**src/rtl/dmem_arb_pkg.sv**
```systemverilog
// Shared types for the data-RAM arbiter between the MEM stage and the loader.
package dmem_arb_pkg;

  typedef enum logic {
    S_SHARED = 1'b0,
    S_LOCKED = 1'b1
  } state_e;

  typedef enum logic {
    OWN_CPU = 1'b0,
    OWN_LD  = 1'b1
  } owner_e;

endpackage

```
**src/rtl/dmem_arbiter.sv**
```systemverilog
// Arbitrates the single-port data RAM between the MEM stage (default owner)
// and an external loader, with a starvation guard and a bulk-load lock.
//
// state    | meaning
// S_SHARED | CPU has priority; loader wins when CPU idle or after MAX_WAIT denials
// S_LOCKED | loader holds the port; every CPU access stalls until ld_lock drops
module dmem_arbiter
  import dmem_arb_pkg::*;
#(
  parameter int AW       = 13,
  parameter int MAX_WAIT = 4,
  parameter int CNT_W    = 16
) (
  input  logic             clk,
  input  logic             rstn,
  input  logic             cpu_req,
  input  logic             cpu_we,
  input  logic [AW-1:0]    cpu_addr,
  input  logic [31:0]      cpu_wdata,
  output logic [31:0]      cpu_rdata,
  output logic             cpu_stall,
  input  logic             ld_req,
  input  logic             ld_we,
  input  logic [AW-1:0]    ld_addr,
  input  logic [31:0]      ld_wdata,
  input  logic             ld_lock,
  output logic             ld_gnt,
  output logic             ld_rvalid,
  output logic [31:0]      ld_rdata,
  output logic [AW-1:0]    mem_a,
  output logic [31:0]      mem_d,
  output logic             mem_we,
  input  logic [31:0]      mem_spo,
  output logic [CNT_W-1:0] stall_cnt
);

  localparam logic [3:0] WAIT_LIM = 4'(MAX_WAIT);

  state_e     state;
  owner_e     owner;
  logic [3:0] wait_cnt;
  logic       grant_ld;

  always_comb begin
    grant_ld = ld_req && ((state == S_LOCKED) || !cpu_req || (wait_cnt == WAIT_LIM));
  end

  assign ld_gnt    = grant_ld;
  assign cpu_stall = cpu_req && (grant_ld || (state == S_LOCKED));
  assign cpu_rdata = mem_spo;
  assign owner     = grant_ld ? OWN_LD : OWN_CPU;

  // A stalled CPU never writes, so a locked port with no loader command is quiet.
  always_comb begin
    mem_a  = cpu_addr;
    mem_d  = cpu_wdata;
    mem_we = cpu_we && cpu_req && !cpu_stall;
    if (owner == OWN_LD) begin
      mem_a  = ld_addr;
      mem_d  = ld_wdata;
      mem_we = ld_we;
    end
  end

  always_ff @(posedge clk or negedge rstn) begin
    if (!rstn) begin
      state     <= S_SHARED;
      wait_cnt  <= '0;
      ld_rvalid <= 1'b0;
      ld_rdata  <= '0;
      stall_cnt <= '0;
    end else begin
      ld_rvalid <= grant_ld;
      // mem_spo still shows the pre-write word at the granting edge
      if (grant_ld) ld_rdata <= mem_spo;

      if (ld_req && !grant_ld) wait_cnt <= wait_cnt + 4'd1;
      else                     wait_cnt <= '0;

      if (cpu_stall && (stall_cnt != '1)) stall_cnt <= stall_cnt + CNT_W'(1);

      case (state)
        S_SHARED: if (grant_ld && ld_lock) state <= S_LOCKED;
        S_LOCKED: if (!ld_lock)            state <= S_SHARED;
        default:                           state <= S_SHARED;
      endcase
    end
  end

endmodule

```
**config.mk**
```make
export PLATFORM = sky130hd
export DESIGN_NAME = dmem_arbiter
export DESIGN_NICKNAME = d
export VERILOG_FILES = /design/src/rtl/dmem_arb_pkg.sv /design/src/rtl/dmem_arbiter.sv
export SDC_FILE = /design/constraint.sdc
export NUM_CORES = 1
export LEC_CHECK = 0
export ABC_AREA = 1
export BUFFER_PORTS_ARGS = -buffer_cell sky130_fd_sc_hd__buf_2
export CELL_PAD_IN_SITES_DETAIL_PLACEMENT = 0
export CELL_PAD_IN_SITES_GLOBAL_PLACEMENT = 1
export CORE_UTILIZATION = 25
export CTS_CLUSTER_SIZE = 28
export DETAILED_ROUTE_END_ITERATION = 8
export GPL_ROUTABILITY_DRIVEN = 0
export PLACE_DENSITY = 0.87
export SKIP_CTS_REPAIR_TIMING = 1
export SLEW_MARGIN = 20
export SYNTH_ARGS = -nofsm -noshare
export SYNTH_HDL_FRONTEND = slang
export SYNTH_SLANG_ARGS = --single-unit
```
**constraint.sdc**
```tcl
create_clock -name clk -period 1.9 [get_ports clk]
set_input_delay 0.095 -clock clk [delete_from_list [all_inputs] [get_ports clk]]
set_output_delay 0.095 -clock clk [all_outputs]
set_load 0.01 [all_outputs]
```
==> results_dict.tcl <==
set metrics [dict create \
    outcome "finished, final reports clean" \
    setup_viol 0 \
    nets 862 \
    fin_area_um2 4996 \
    wl_per_cell_um 13.87 \
    n_antenna_cell 0 \
    port_buffers 257 \
    final_common_cell "nand2_1" \
    grt_pass1_vias 3173 \
    dr_wl_met2_um 6353 \
    die_x_um 117.1 \
    synth_top_family_by_area "simple AND/OR/NAND/NOR gates" \
    synth_cells 497 \
    yosys_warnings 0 \
    ys_top_cells_by_area "dfrtp_1 (41%), nand2_1 (36%), buf_4 (7.5%)" \
    dr_total_vias 3788 \
    synthMuxAreaShare 0 \
    grt_overflow 0 \
    drt_iter0_markers 225 \
    clock_path_buffers 2 \
    cp.arrival_ns 1.73 \
    slew_violations 0 \
    netlist-cell-type-count 21 \
    finalCritPeriodShare 0.9595 \
    fmax_ghz 0.5486 \
    globalRouteTotalUtil 0.1574 \
    mappedNetlistArea_um2 3313 \
    stdcell_count 902 \
    ys_ff_latch 54 \
    vias_per_cell 4.200 \
    die_h_um 117.1 \
    most-common-layout-cells "nand2_1 (305), buf_2 (253), dfrtp_1 (54)" \
    clock_sinks 54 \
    leakagePower_nw 3.001 \
    start_util 0.2594 \
    grt_max_degree 47 \
    syn_area_per_cell_um2 6.666 \
    synth_edf_count 0 \
    power.density_nw_per_um2 686.4 \
    synth_top_area_share 0.4079 \
    cts_max_level 2 \
    relSlewSlack 0.6114 \
    clk_latency_ns 0.29 \
    synthXorXnorAreaFrac 0.02379 \
    wl_um 12510 \
    cts_tree "yes" \
    tightest_slew_ns 0.5829 \
    crit_required_ns 1.80 \
    drt-met1-wl_um 5102 \
    dieArea_um2 13720 \
    drc 0 \
    fp-row-count 41 \
    synth_ff_type "dfrtp_1" \
    ant_nets 0 \
    seq_area_frac_synth 0.4079 \
    ios 258 \
    postLayoutCoreUtil 0.3911 \
    fp.coreArea_um2 12770 \
    synth_area_leader_cell "dfrtp_1" \
    antenna_found_initial 0 \
    syn_to_final_growth_pct 50.79 \
    top_layer_used "met4" \
    fin_skew_ns 0.003575 \
    met3_wirelength_um 957 \
    dp_cells 885 \
    dr.pass1.iters 4 \
    postPlaceCellArea_um2 4576 \
    critical_path.max_fanout 12 \
    synthArstFlopShare 1.000 \
    grt_pass1_wl_um 16140 \
    synth_fa_ha_area_frac 0.01133 \
    dp_hpwl_um 9414 \
    layout_min_cycle_time_ns 1.823 \
    cts_root_buf "clkbuf_16" \
    clk_pin_slew_ns 0.07 \
    synth-compound-area-share 0.005287 \
    ir_worst_vdd_mv 0.3901 \
    cts_buffers 5 \
    yosys.area_share.simple 0.4264 \
    drive_gt1_frac 0.4151 \
    hold_viol_final 0 \
    start_kind "register" \
    drv_cap 0 \
    endpoint_kind "primary output" \
    synthesis.nets 629 \
    worstSetupPathType "register to primary output" \
    holdCritPathClass "input pin to register" \
]
==> where the power goes <==
| group | switching, mW | internal [mW] |
|---|---|---|
| sequential | 0.130 | 1.29 |
| combinational | 0.626 | 0.503 |
| clock | 0.403 | 0.477 |
| total | 1.16 | 2.27 |
==> final timing paths <==
kind | start | endpoint | slack, ns | cells past startpoint
hold reg to reg | ld_rdata[3]$_DFFE_PN0N_ | ld_rdata[3]$_DFFE_PN0N_ | 0.47 | 2
max in group asynchronous | rstn | ld_rvalid$_DFF_PN0_ | 1.00 | 3
setup / recovery | wait_cnt[0]$_DFF_PN0_ | mem_d[18] | 0.08 | 10
setup reg to reg | wait_cnt[0]$_DFF_PN0_ | stall_cnt[15]$_DFFE_PN0P_ | 0.26 | 10
min in group asynchronous | rstn | ld_rdata[9]$_DFFE_PN0N_ | 0.33 | 2
hold / removal | mem_spo[3] | ld_rdata[3]$_DFFE_PN0N_ | 0.01 | 3
==> cell usage after synthesis, types with 2 or more instances <==
cell type,instances
buf_2,14
inv_1,18
xnor2_1,4
xor2_1,5
nor2_2,3
nor2_1,18
nand2_1,314
buf_6,2
nand4_1,7
dfrtp_1,54
nand3_2,2
ha_1,3
nand2_2,2
buf_4,33
nand3_1,12
==> critical path, stage by stage, from the launching register on <==
cell and delay, ns:
dfrtp_1 0.38, inv_2 0.06, ha_4 0.15, nand3_2 0.06, nand2_2 0.09, nand2_8 0.15
clkinv_8 0.11, clkbuf_16 0.19, nand2_1 0.06, nand2_1 0.04, buf_2 0.14
==> logic make-up after synthesis <==
kind of cell,Yosys count
simple gates,359
compound gates,3
fa+ha+maj,3
xor+xnor,9
flops,54
buf+inv,69
==> routing by layer <==
metal / GRT usage / vias up
li1: - / 1940
met1: 0.1902 / 1701
met2: 0.2876 / 138
met3: 0.03244 / 9
met4: 0.03291 / 0
met5: 0 / -
==> area by class of cell <==
class                           instances  area [µm²]
Tap cell                              172       215.2
Clock buffer                            5       125.1
Inverter                               19       83.83
Clock inverter                          2       10.01
Fill cell                            1349        7777
Sequential cell                        54        1351
Multi-Input combinational cell        374        1600
Timing Repair Buffer                  276        1610
==> sequential cells by signal, indices dropped and copies added (netlist names) <==
signal and flops:
ld_rdata 32, stall_cnt 16, wait_cnt 4, ld_rvalid 1, state 1
==> metrics by stage <==
step / power, mW / TNS (ns) / worst slack, ns / hold slack, ns
global placement: 2.478 / 0 / 0.2453 / 0.1150
floorplan: 1.978 / 0 / 0.3568 / -0.2006
finish: 3.429 / 0 / 0.07702 / 0.01027
global route: 3.669 / -0.4699 / -0.02265 / 0.004346
CTS: 3.387 / -0.7803 / -0.06171 / -0.1966
detailed placement: 2.487 / 0 / 0.2319 / 0.1221
Power figures use the tool's default switching activity.
